[src/rtl/life_pattern_loader.sv]
// life_pattern_loader: streams a 16-cell seed into life_array_4x4, then issues spaced run pulses
module life_pattern_loader #(
  parameter int GEN_PERIOD = 4,
  parameter int PW = 16
) (
  input  logic        clk,
  input  logic        reset,
  input  logic        start,
  input  logic        abort,
  input  logic [15:0] pattern,
  input  logic [7:0]  gens,
  output logic [1:0]  row,
  output logic [1:0]  col,
  output logic        val,
  output logic        write_enb,
  output logic        run,
  output logic        busy,
  output logic        done,
  output logic [7:0]  gens_left
);
  typedef enum logic [1:0] {IDLE, LOAD, RUN, FIN} state_t;
  localparam logic [PW-1:0] LAST = PW'(GEN_PERIOD - 1);
  state_t state, state_d;
  logic [3:0] idx, idx_d;
  logic [PW-1:0] cnt, cnt_d;
  logic [15:0] pat_q, pat_d;
  logic [1:0] row_d, col_d;
  logic val_d, we_d, run_d, busy_d, done_d;
  logic [7:0] gens_d;
  // next state and next registered outputs; outputs for a cycle are computed one edge ahead
  always_comb begin
    state_d = state;
    idx_d = idx;
    cnt_d = cnt;
    pat_d = pat_q;
    gens_d = gens_left;
    row_d = row;
    col_d = col;
    val_d = val;
    we_d = 1'b0;
    run_d = 1'b0;
    done_d = 1'b0;
    case (state)
      IDLE: if (start && !abort) begin
        state_d = LOAD;
        pat_d = pattern;
        gens_d = gens;
        idx_d = 4'd0;
        we_d = 1'b1;
        row_d = 2'd0;
        col_d = 2'd0;
        val_d = pattern[0];
      end
      LOAD: if (idx == 4'd15) begin
        state_d = gens_left == 8'd0 ? FIN : RUN;
        done_d = gens_left == 8'd0;
        cnt_d = '0;
        run_d = gens_left != 8'd0 && GEN_PERIOD == 1;
        gens_d = gens_left - 8'(run_d);
      end else begin
        idx_d = idx + 4'd1;
        we_d = 1'b1;
        row_d = idx_d[3:2];
        col_d = idx_d[1:0];
        val_d = pat_q[idx_d];
      end
      RUN: if (run && gens_left == 8'd0) begin
        state_d = FIN;
        done_d = 1'b1;
      end else begin
        cnt_d = cnt == LAST ? '0 : cnt + 1'b1;
        run_d = cnt_d == LAST && gens_left != 8'd0;
        gens_d = gens_left - 8'(run_d);
      end
      default: state_d = IDLE;
    endcase
    if (abort && state != IDLE) begin
      state_d = IDLE;
      we_d = 1'b0;
      run_d = 1'b0;
      done_d = 1'b0;
      gens_d = gens_left;
    end
    busy_d = state_d != IDLE;
  end
  // state and output registers
  always_ff @(posedge clk) begin
    if (reset) begin
      state <= IDLE;
      idx <= '0;
      cnt <= '0;
      pat_q <= '0;
      row <= '0;
      col <= '0;
      val <= 1'b0;
      write_enb <= 1'b0;
      run <= 1'b0;
      busy <= 1'b0;
      done <= 1'b0;
      gens_left <= '0;
    end else begin
      state <= state_d;
      idx <= idx_d;
      cnt <= cnt_d;
      pat_q <= pat_d;
      row <= row_d;
      col <= col_d;
      val <= val_d;
      write_enb <= we_d;
      run <= run_d;
      busy <= busy_d;
      done <= done_d;
      gens_left <= gens_d;
    end
  end
endmodule

[config.mk]
export PLATFORM = sky130hd
export DESIGN_NAME = life_pattern_loader
export DESIGN_NICKNAME = d
export VERILOG_FILES = /design/src/rtl/life_pattern_loader.sv
export SDC_FILE = /design/constraint.sdc
export NUM_CORES = 1
export LEC_CHECK = 0
export CORE_MARGIN = 2
export CORE_UTILIZATION = 33
export DETAILED_ROUTE_END_ITERATION = 12
export DONT_BUFFER_PORTS = 1
export PLACE_DENSITY_LB_ADDON = 0.2
export SYNTH_ARGS = -nofsm -noshare
export SYNTH_HDL_FRONTEND = slang
export SYNTH_SLANG_ARGS = --single-unit
[constraint.sdc]
create_clock -name clk -period 3.4 [get_ports clk]
set_input_delay 0.85 -clock clk [delete_from_list [all_inputs] [get_ports clk]]
set_output_delay 0.85 -clock clk [all_outputs]
set_load 0.005 [all_outputs]
# Word-level counts from Yosys, hierarchy flattened
# Index checks and enable logic that the tools add are counted.
# W data, S select, Z words.
# op_classes
addsub	3
n_mul	0
div	0
order_cmp	1
eq_ne	9
shifts	0
muxes	32
n_bitwise	2
reduce_logical	19
# op_table
op	n
$mux W16	3
$eq A16 B2 Y1 const B	2
$pmux W16 S2	1
$add A16 B1 Y16 const B	1
$mux W8	2
$pmux W8 S2	1
$mux W2	7
$reduce_bool A2 Y1	5
$logic_not A8 Y1	1
$mux W1	8
$mux W4	2
$ne A2 B2 Y1 const B	4
$pmux W2 S2	2
$pmux W4 S2	1
$reduce_bool A8 Y1	1
$sub A8 B1 Y8	1
$pmux W1 S2	3
$pmux W2 S3	1
$reduce_and A3 Y1	2
$lt A4 B5 Y1 const B	1
$add A4 B1 Y4 const B	1
$bmux W1 S4	1
$eq A4 B4 Y1 const B	1
$logic_and A1 B1 Y1	4
other kinds (9)	10
# word_totals
reg_bits	55
latchBits	0
mem_bits_rw	0
rom_bits	0
input_bits	28
out_inout_bits	17
word_cells	78
mem_count	0

# Logic depth before layout (Yosys ltp)
# Gate-level depths: netlist (run 1).
# logic_depth
word_depth	7
depth_mapped	13
depth_no_buf	13

# Least setup slack after synthesis (run 1)
# No wires, ideal clock.
# synth_timing
kind	flip-flop to flip-flop
start	register cnt[5]
end	register gens_left[7]
setup_ps	86
arrival_ps	2994
required_ps	3314
slack_ps	320
stages_incl_launch_ff	13
period_less_slack_ps	3080
path_cell_list	dfxtp_1 > buf_2 > nand4_1 > nor3_1 > mux2i_1 > o2111ai_1 > nor3_1 > ha_1 > or3b_2 > or4_1 > o21ai_0 > a21oi_1 > a211oi_1
# synth_via
elab_chain_len	7
# synth_lines
element	line_no	rtl
start: declaration	25	logic [PW-1:0] cnt, cnt_d;
start signal: assignment	104	cnt <= cnt_d;
$add A16 B1 Y16 or $eq A16 B2 Y1 (tied branches)	71	cnt_d = cnt == LAST ? '0 : cnt + 1'b1;
$mux W16 *	71	
$eq A16 B2 Y1 *	72	run_d = cnt_d == LAST && gens_left != 8'd0;
$logic_and A1 B1 Y1 *	72	
$sub A8 B1 Y8 *	73	gens_d = gens_left - 8'(run_d);
$mux W8 *	67	RUN: if (run && gens_left == 8'd0) begin
$pmux W8 S2 *	43	case (state)
end signal: assignment	113	gens_left <= gens_d;
end: declaration	19	output logic [7:0] gens_left
# Every way passes the cells marked *; elsewhere a longest branch is shown, timed or not. The select of a mux whose other input is x is not followed.
# A chain may end at the register's enable or synchronous reset.

# Worst setup path in the final report (run 1)
# layout_timing
start	register cnt[0]
end	register gens_left[7]
# The elaborated chain is that of the path after synthesis.

==> results.json, run 1 <==
{
  "cts_tree": "done",
  "synth_top_area_frac": 0.349,
  "crit_path_end_kind": "flop",
  "clkLatencyLatePin_ps": 310,
  "n_antenna_cell": 0,
  "synth_top_family_by_area": "simple AND/OR/NAND/NOR gates",
  "synth_area_mm2": 0.00293,
  "fin_setup_tns_ps": 0,
  "netlist_top_cells_area": "dfxtp_1 35%, a21oi_1 6.3%, nand2_1 6.3%",
  "track_usage": 0.159,
  "required_ps": 3630,
  "path_max_fanout": 7,
  "wl_per_cell_um": 15.6,
  "start_util": 0.337,
  "wl_um": 7450,
  "area_delta_synth_final_pct": 10.9,
  "dr_wl_met2_um": 3300,
  "timing.slew.headroom": 0.457,
  "synth-seq-cells": 51,
  "yosysMostFrequentCell": "dfxtp_1",
  "coreArea_mm2": 0.00868,
  "drtIter0Drc": 163,
  "maxCapViolCount": 0,
  "max_freq_mhz": 316,
  "syn_area_per_cell_um2": 8.04,
  "stdcell_count": 476,
  "worstPathArrival_ps": 3400,
  "reg2regPathDepth": 12,
  "fin_skew_ps": 8.59,
  "hold_class": "reg -> reg",
  "start_kind": "flop",
  "die_w_um": 98.2,
  "fin_crit_ps": 3170,
  "yosysWarnings": 0,
  "seq_area_frac_synth": 0.349,
  "worstMarginPinSlew_ps": 814,
  "clock-root-buffer": "clkbuf_8",
  "io_buffers": 0,
  "via_count": 2644,
  "cts-buffers-inserted": 5,
  "crit_chain": "ha_4 -> and3_1 -> a311oi_1 -> o21a_1 -> o211ai_1 -> nor3_1 -> ha_1 -> or3b_2 -> or4_1 -> o21ai_1 -> a21oi_1 -> a211oi_1",
  "syn_nets": 401,
  "power_uw": 1170,
  "drv_slew": 0,
  "powerDensity_mw_per_mm2": 361,
  "synthTopCellsByCount": "51 x dfxtp_1, 49 x nand2_1, 37 x a21oi_1",
  "drc_errors": 0,
  "antenna_found_initial": 0,
  "grt_pass1_wl_um": 12600,
  "hold_depth": 2,
  "syn_inst": 364,
  "cts-htree-levels": 2,
  "synth-compound-area-share": 0.207,
  "overflow": 0,
  "hold_viol_final": 0,
  "cts_buffer_depth": 2,
  "slowest_delay_ps": 460,
  "dp_hpwl_um": 5130,
  "ir_drop_mv": 0.154,
  "grt_pass1_vias": 2507,
  "cts_sinks": 51,
  "drive_gt1_frac": 0.188,
  "dr_wl_met3_um": 509,
  "period_share": 0.932,
  "grt_max_degree": 48,
  "ant_nets": 0,
  "via_per_inst": 5.55,
  "synthSimpleGateAreaFrac": 0.299,
  "synth_mux_area_frac": 0.0449,
  "p_leak_uw": 0.00107,
  "setup_viol": 0,
  "synth-main-ff-cell": "dfxtp_1",
  "status": "finished, final reports clean",
  "hold_ws_ps": 452,
  "highest_layer": "met4",
  "nNetsFinal": 404,
  "worstSetupPathType": "reg -> reg",
  "num_rows": 34,
  "yosysUniqueCellTypes": 51,
  "cp_slowest_cell": "or4_1",
  "clkTransAtPathRegs_ps": 110,
  "place_inst": 467,
  "synthArstFlopShare": 0,
  "hold_buffers": 0,
  "synthAdderAreaFrac": 0.0385,
  "io_pins": 45,
  "synth-xor-area-share": 0.0180,
  "drt-met1-wl_um": 3500,
  "rsz0062_at_grt": "false",
  "die-area_mm2": 0.00963,
  "dr.pass1.iters": 4,
  "synth_top_area_cell": "dfxtp_1",
  "die_y_um": 98.2,
  "synth-edff-count": 0,
  "place_congestion": 0.825
}
==> metrics by stage <==
step	utilization	cell area, um^2	setup WS, ps
after detailed placement	0.355	3080	4.43
after global routing	0.374	3240	13.5
after CTS	0.367	3190	17.1
after floorplan	-	2930	320
after global placement	0.355	3080	116
final	0.374	3240	230
==> placed cells by master (no fill, tap or decap), types with 3 or more instances in the layout <==
master / Yosys / final
a211oi_1: 4 / 4
a21oi_1: 37 / 37
a21oi_2: 8 / 8
a31oi_1: 6 / 6
and2_1: 5 / 5
and3_1: 5 / 5
buf_4: 0 / 18
clkbuf_8: 0 / 6
dfxtp_1: 51 / 44
dfxtp_2: 0 / 6
ha_1: 9 / 8
inv_1: 6 / 6
mux2i_1: 3 / 3
mux4_2: 4 / 4
nand2_1: 49 / 49
nand2b_1: 3 / 3
nand3_1: 8 / 7
nand3b_1: 6 / 6
nand4_1: 4 / 4
nand4b_1: 4 / 4
nor2_1: 25 / 24
nor2b_1: 7 / 7
nor3_1: 15 / 13
nor4_1: 3 / 3
o21a_1: 5 / 5
o21ai_0: 19 / 17
o21ai_2: 6 / 6
or2_2: 4 / 4
or3_1: 8 / 8
or4_1: 7 / 7
xnor2_1: 3 / 3
xor2_1: 3 / 3
==> per-layer routing <==
layer | vias to the layer above | global-route usage
li1 | 1320 | -
met1 | 1234 | 0.219
met2 | 78 | 0.243
met3 | 12 | 0.0458
met4 | 0 | 0.0485
met5 | - | 0
==> what timing repair did <==
item / in CTS / in global routing
resized for setup: 1 / 18
buffers inserted: 0 / 1
pin swaps: 0 / 1
endpoints found under the setup margin: 1 / 3
gates cloned: 0 / 0
==> state kept, by name, summed over array words and instances (netlist names) <==
| name | count |
|---|---|
| busy | 1 |
| pat_q | 16 |
| cnt | 16 |
| state | 2 |
| run | 1 |
| idx | 1 |
| done | 1 |
| col | 1 |
| write_enb | 1 |
| val | 1 |
| gens_left | 8 |
| row | 2 |
==> where the power goes <==
group | switching (uW) | internal [uW]
registers | 18.0 | 620
clock network | 227 | 167
logic | 81.4 | 55.1
total | 327 | 842
==> area by class of cell <==
cell class                 count  area (um^2)
fill                         900         5440
multi-input combinational    285         1820
sequential                    51         1030
timing repair buffer          18          135
tap                          108          135
clock buffer                   6         82.6
inverter                       6         22.5
clock inverter                 2         16.3
==> cells by family after synthesis <==
group / after synthesis
AOI/OAI and AO/OA: 98
xor gates and xnor gates: 6
DFF: 51
muxes: 8
and+or+nand+nor: 164
adders and majority gates: 9
buffers and inverters: 28
==> final timing paths <==
kind	startpoint	to	slack [ps]
max	cnt[0]$_SDFFE_PP0P_	gens_left[7]$_SDFFE_PP0P_	230
min	pat_q[12]$_SDFFE_PP0P_	pat_q[12]$_SDFFE_PP0P_	450
min reg2reg	pat_q[12]$_SDFFE_PP0P_	pat_q[12]$_SDFFE_PP0P_	450
max reg2reg	cnt[0]$_SDFFE_PP0P_	gens_left[7]$_SDFFE_PP0P_	230
==> critical path: cells and delay by family (launching register included) <==
| family | cells | cell delay, ps |
|---|---|---|
| fa+ha+maj | 2 | 390 |
| flops | 1 | 390 |
| compound gates | 6 | 1020 |
| simple gates | 4 | 1290 |
Note: power is estimated with default switching activity, not from simulation.
==> run 2: changes to the inputs <==
--- a/config.mk
+++ b/config.mk
@@ -5,6 +5,7 @@
 export SDC_FILE = /design/constraint.sdc
 export NUM_CORES = 1
 export LEC_CHECK = 0
+export ABC_AREA = 1
 export CORE_MARGIN = 2
 export CORE_UTILIZATION = 33
 export DETAILED_ROUTE_END_ITERATION = 12
==> results.json, run 2 <==
{
  "netlist_top_cells_area": "dfxtp_1 36%, nand2_1 13%, a21oi_1 8.2%",
  "fin_crit_ps": 2650,
  "track_usage": 0.149,
  "coreArea_mm2": 0.00830,
  "clkTransAtPathRegs_ps": 100,
  "ir_drop_mv": 0.177,
  "io_buffers": 0,
  "yosysUniqueCellTypes": 36,
  "drive_gt1_frac": 0.0615,
  "synth-edff-count": 0,
  "nFillCells": 901,
  "utilization": 0.367,
  "synth_top_area_frac": 0.357,
  "synth_top_area_cell": "dfxtp_1",
  "path_max_fanout": 7,
  "fin_setup_tns_ps": 0,
  "final_common_cell": "nand2_1",
  "ant_nets": 0,
  "p_leak_uw": 0.00122,
  "num_rows": 33,
  "wl_per_cell_um": 12.9,
  "area_delta_synth_final_pct": 6.70,
  "timing.slew.headroom": 0.644,
  "die_y_um": 97.0,
  "top_regs": "cnt x16, pat_q x16, gens_left x8",
  "syn_area_per_cell_um2": 6.66,
  "cts_resized": 0,
  "postLayoutCellArea_mm2": 0.00305,
  "antenna_found_initial": 0,
  "maxCapViolCount": 0,
  "io_pins": 45,
  "start_util": 0.344,
  "final_cell_mix": "97 x nand2_1, 54 x nor2_1, 51 x dfxtp_1",
  "synth-seq-cells": 51,
  "max_freq_mhz": 378,
  "hold_class": "reg -> reg",
  "worstMarginPinSlew_ps": 533,
  "via_per_inst": 4.94,
  "period_share": 0.778,
  "synth-main-ff-cell": "dfxtp_1",
  "overflow": 0,
  "cts_setup_buffers": 0,
  "dr.pass1.iters": 4,
  "yosysWarnings": 0,
  "worstPathArrival_ps": 2890,
  "seq_area_frac_synth": 0.357,
  "nNetsFinal": 459,
  "syn_nets": 466,
  "clkLatencyLatePin_ps": 310,
  "seqCellArea_mm2": 0.00102,
  "cts-htree-levels": 2,
  "drv_slew": 0,
  "via_count": 2607,
  "die_w_um": 97.0,
  "yosysMostFrequentCell": "nand2_1",
  "synth_area_mm2": 0.00286,
  "rsz0062_at_grt": "false",
  "hold_depth": 2,
  "required_ps": 3640,
  "place_congestion": 0.843,
  "hold_viol_final": 0,
  "grt_pass1_vias": 2586,
  "start_kind": "flop",
  "wl_um": 6790,
  "place_area_mm2": 0.00293,
  "syn_inst": 429,
  "cts-buffers-inserted": 5,
  "cts_buffer_depth": 2,
  "hold_buffers": 0,
  "crit_path_end_kind": "flop",
  "reg2regPathDepth": 19,
  "fin_skew_ps": 10.6,
  "grt_pass1_wl_um": 11800,
  "drtIter0Drc": 93,
  "worstSetupPathType": "reg -> reg",
  "synthArstFlopShare": 0,
  "die-area_mm2": 0.00942,
  "clock-root-buffer": "clkbuf_8",
  "setup_viol": 0,
  "hold_ws_ps": 460,
  "cts_sinks": 51,
  "grt_max_degree": 35,
  "dp_hpwl_um": 5080,
  "cts_tree": "done",
  "multi_input_area_mm2": 0.00158,
  "drc_errors": 0,
  "n_antenna_cell": 0,
  "synthTopCellsByCount": "97 x nand2_1, 54 x nor2_1, 51 x dfxtp_1",
  "powerDensity_mw_per_mm2": 394,
  "status": "finished, final reports clean"
}
run 2: path summary, 6_finish.rpt:
| check | start | end | slack, ps |
|---|---|---|---|
| worst max register to register | cnt[0]$_SDFFE_PP0P_ | gens_left[7]$_SDFFE_PP0P_ | 750 |
| worst max-delay path | cnt[0]$_SDFFE_PP0P_ | gens_left[7]$_SDFFE_PP0P_ | 750 |
| worst min-delay path | pat_q[4]$_SDFFE_PP0P_ | pat_q[4]$_SDFFE_PP0P_ | 460 |
| worst min register to register | pat_q[4]$_SDFFE_PP0P_ | pat_q[4]$_SDFFE_PP0P_ | 460 |
run 2: report_power, final:
group	leakage [uW]	switching, uW	internal (uW)
Sequential	0.000415	16.3	620
Combinational	0.000742	70.9	37.6
Clock	0.0000618	214	242
Total	0.00122	301	900
run 2: cell families after synthesis:
logic type,share of synthesized area
buffers and inverters,0.0894
and+or+nand+nor,0.322
xor gates and xnor gates,0.0276
AOI/OAI and AO/OA,0.164
adders and majority gates,0.0394
DFF,0.357
run 2: worst max-delay path: stages (launching register included):
cell and delay, ps:
dfxtp_1 400, ha_1 220, nand2_1 130, nor2_4 180
nand2_2 80, nor2_1 120, nand2_1 70, nand2_1 70
nand3_1 70, nor2_1 80, nand2_1 70, inv_1 50
ha_1 150, nand3_1 110, nor2_1 170, nand3_1 100
or2_2 280, nand3_1 70, nand2_1 60, a21oi_1 110
run 2: through the flow:
step | setup slack, ps | std cells | power (uW)
global route | 360 | 528 | 1260
global placement | 838 | 520 | 759
floorplan | 1030 | 429 | 740
detailed placement | 780 | 520 | 761
CTS | 729 | 528 | 1220
finish | 754 | 528 | 1200
run 2: layout make-up:
cell class / count / share of cell area
Inverter: 47 / 0.0587
Sequential cell: 51 / 0.335
Clock buffer: 6 / 0.0271
Clock inverter: 2 / 0.0127
Multi-Input combinational cell: 315 / 0.518
Timing Repair Buffer: 2 / 0.00493
Tap cell: 105 / 0.0431
run 2: layer usage:
layer	up-vias	wire length [um]	track usage	share of wire
met2	42	3280	0.260	0.48
li1	1375	-	-	-
met5	-	0	0	0
met4	0	140	0.0563	0.021
met1	1179	3090	0.178	0.46
met3	11	277	0.0325	0.041
==> run 3: changes to the inputs <==
--- a/config.mk
+++ b/config.mk
@@ -5,7 +5,7 @@
 export SDC_FILE = /design/constraint.sdc
 export NUM_CORES = 1
 export LEC_CHECK = 0
-export ABC_AREA = 1
+export ABC_AREA = 0
 export CORE_MARGIN = 2
 export CORE_UTILIZATION = 33
 export DETAILED_ROUTE_END_ITERATION = 12
==> constraint.sdc (replaced) <==
create_clock -name clk -period 2.8 [get_ports clk]
set_input_delay 0.7 -clock clk [delete_from_list [all_inputs] [get_ports clk]]
set_output_delay 0.7 -clock clk [all_outputs]
set_load 0.005 [all_outputs]
==> results.json, run 3 (synthesized netlist as in run 1, its figures left out) <==
{
  "status": "finished with violations",
  "violations": "setup timing",
  "worstSetupPathType": "reg -> reg",
  "postLayoutCellArea_mm2": 0.00365,
  "grt_pass1_wl_um": 13200,
  "p_seq_frac": 0.529,
  "period_share": 1.03,
  "place_inst": 503,
  "path_max_fanout": 5,
  "dp_hpwl_um": 5710,
  "p_leak_uw": 0.00131,
  "fin_setup_tns_ps": -157,
  "grt_max_degree": 48,
  "r2r-end": "gens_left[5]$_SDFFE_PP0P_",
  "die_w_um": 98.2,
  "clkPwrFrac": 0.336,
  "die-area_mm2": 0.00963,
  "drc_errors": 0,
  "io_buffers": 0,
  "via_count": 2759,
  "reg2regPathDepth": 12,
  "drv_slew": 0,
  "coreArea_mm2": 0.00868,
  "r2r_setup_slack_ps": -80,
  "powerDensity_mw_per_mm2": 396,
  "stdcell_count": 517,
  "n_antenna_cell": 0,
  "drive_gt1_frac": 0.318,
  "cts_tree": "done",
  "place_congestion": 0.887,
  "final_cell_mix": "58 x buf_4, 49 x nand2_1, 39 x dfxtp_1",
  "fin_crit_ps": 2880,
  "intPower_uw": 1020,
  "ir_drop_mv": 0.242,
  "hold_start": "reset",
  "place_area_mm2": 0.00341,
  "io_pins": 45,
  "ant_nets": 0,
  "fin_skew_ps": 12.7,
  "worstMarginPinSlew_ps": 933,
  "nFillCells": 919,
  "setup_ws_ps": -82.7,
  "rsz0062_at_grt": "true",
  "final_common_cell": "buf_4",
  "die_y_um": 98.2,
  "wl_um": 7970,
  "antenna_found_initial": 0,
  "via_per_inst": 5.34,
  "start_util": 0.337,
  "start_kind": "flop",
  "overflow": 0,
  "clock-root-buffer": "clkbuf_8",
  "top_regs": "cnt x16, pat_q x16, gens_left x8",
  "cts_buffer_depth": 2,
  "setup_viol": 2,
  "clkLatencyLatePin_ps": 320,
  "cts_sinks": 51,
  "crit_path_end_kind": "flop",
  "area_delta_synth_final_pct": 24.8,
  "track_usage": 0.166,
  "max_freq_mhz": 347,
  "hold_viol_final": 0,
  "drtIter0Drc": 89,
  "comb_power_share": 0.134,
  "power_switching_uw": 423,
  "worstPathArrival_ps": 3150,
  "hold_class": "in -> reg",
  "netSwitchingFraction": 0.292,
  "cts-buffers-inserted": 5,
  "r2r-start": "cnt[0]$_SDFFE_PP0P_",
  "nNetsFinal": 445,
  "required_ps": 3060,
  "hold_ws_ps": 434,
  "maxCapViolCount": 0,
  "num_rows": 34,
  "timing.slew.headroom": 0.373,
  "clkTransAtPathRegs_ps": 120,
  "wl_per_cell_um": 15.4,
  "cts-htree-levels": 2,
  "dp_slack_ps": -275,
  "dr.pass1.iters": 4,
  "holdPathEnd": "pat_q[4]$_SDFFE_PP0P_",
  "hold_depth": 1,
  "grt_pass1_vias": 2688
}
run 3: worst max-delay path by stage:
stage / startpoint / end / slack (ps) / depth (start not counted)
6_report: cnt[0]$_SDFFE_PP0P_ / gens_left[5]$_SDFFE_PP0P_ / -80 / 12
5_1_grt: cnt[1]$_SDFFE_PP0P_ / gens_left[7]$_SDFFE_PP0P_ / -270 / 12
4_1_cts: cnt[5]$_SDFFE_PP0P_ / gens_left[7]$_SDFFE_PP0P_ / -190 / 11
3_5_place_dp: cnt[0]$_SDFFE_PP0P_ / gens_left[7]$_SDFFE_PP0P_ / -280 / 12
3_3_place_gp: cnt[0]$_SDFFE_PP0P_ / gens_left[7]$_SDFFE_PP0P_ / -210 / 12
2_1_floorplan: cnt[2]$_SDFFE_PP0P_ / gens_left[7]$_SDFFE_PP0P_ / 0.3 / 11
run 3: final cells by class:
class                   count  area (um^2)  share of cell area
clock buffers               5         68.8              0.0189
inverters                   6         22.5             0.00617
multi-input cells         285         1900               0.520
well taps                 108          135              0.0370
flip-flops and latches     51         1040               0.286
clock inverters             3         33.8             0.00926
repair buffers             59          447               0.122
run 3: metrics by stage:
step	utilization	power, uW
global route	0.421	1520
finish	0.421	1450
CTS	0.414	1470
detailed placement	0.393	978
floorplan	-	925
global placement	0.393	974
run 3: what timing repair did:
item | 4_1_cts | 5_1_grt
setup endpoints to repair | 5 | 6
hold buffers | 0 | 0
pin swaps | 8 | 11
gates resized for setup | 18 | 10
buffers inserted | 4 | 2
run 3: worst max-delay path: stages, from the launching register on:
cell and delay, ps:
dfxtp_4 380, ha_4 180, and3_4 180, a311oi_2 190, o21a_1 150, o211ai_1 120
nor3_2 230, ha_2 200, or3b_4 370, or4_4 430, o21ai_0 170, nand2_1 90
a21oi_2 150
run 3: metal layers:
layer  share of wire  GRT usage
met4           0.012     0.0474
met2            0.47      0.278
met5               0          0
met1            0.47      0.217
met3           0.050     0.0358
run 3: power groups by stage:
stage	registers (uW)	clock network (uW)	logic, uW
finish	766	487	194
global route	770	538	217
CTS	767	506	194
detailed placement	785	0	192
global placement	785	0	189
floorplan	791	0	135
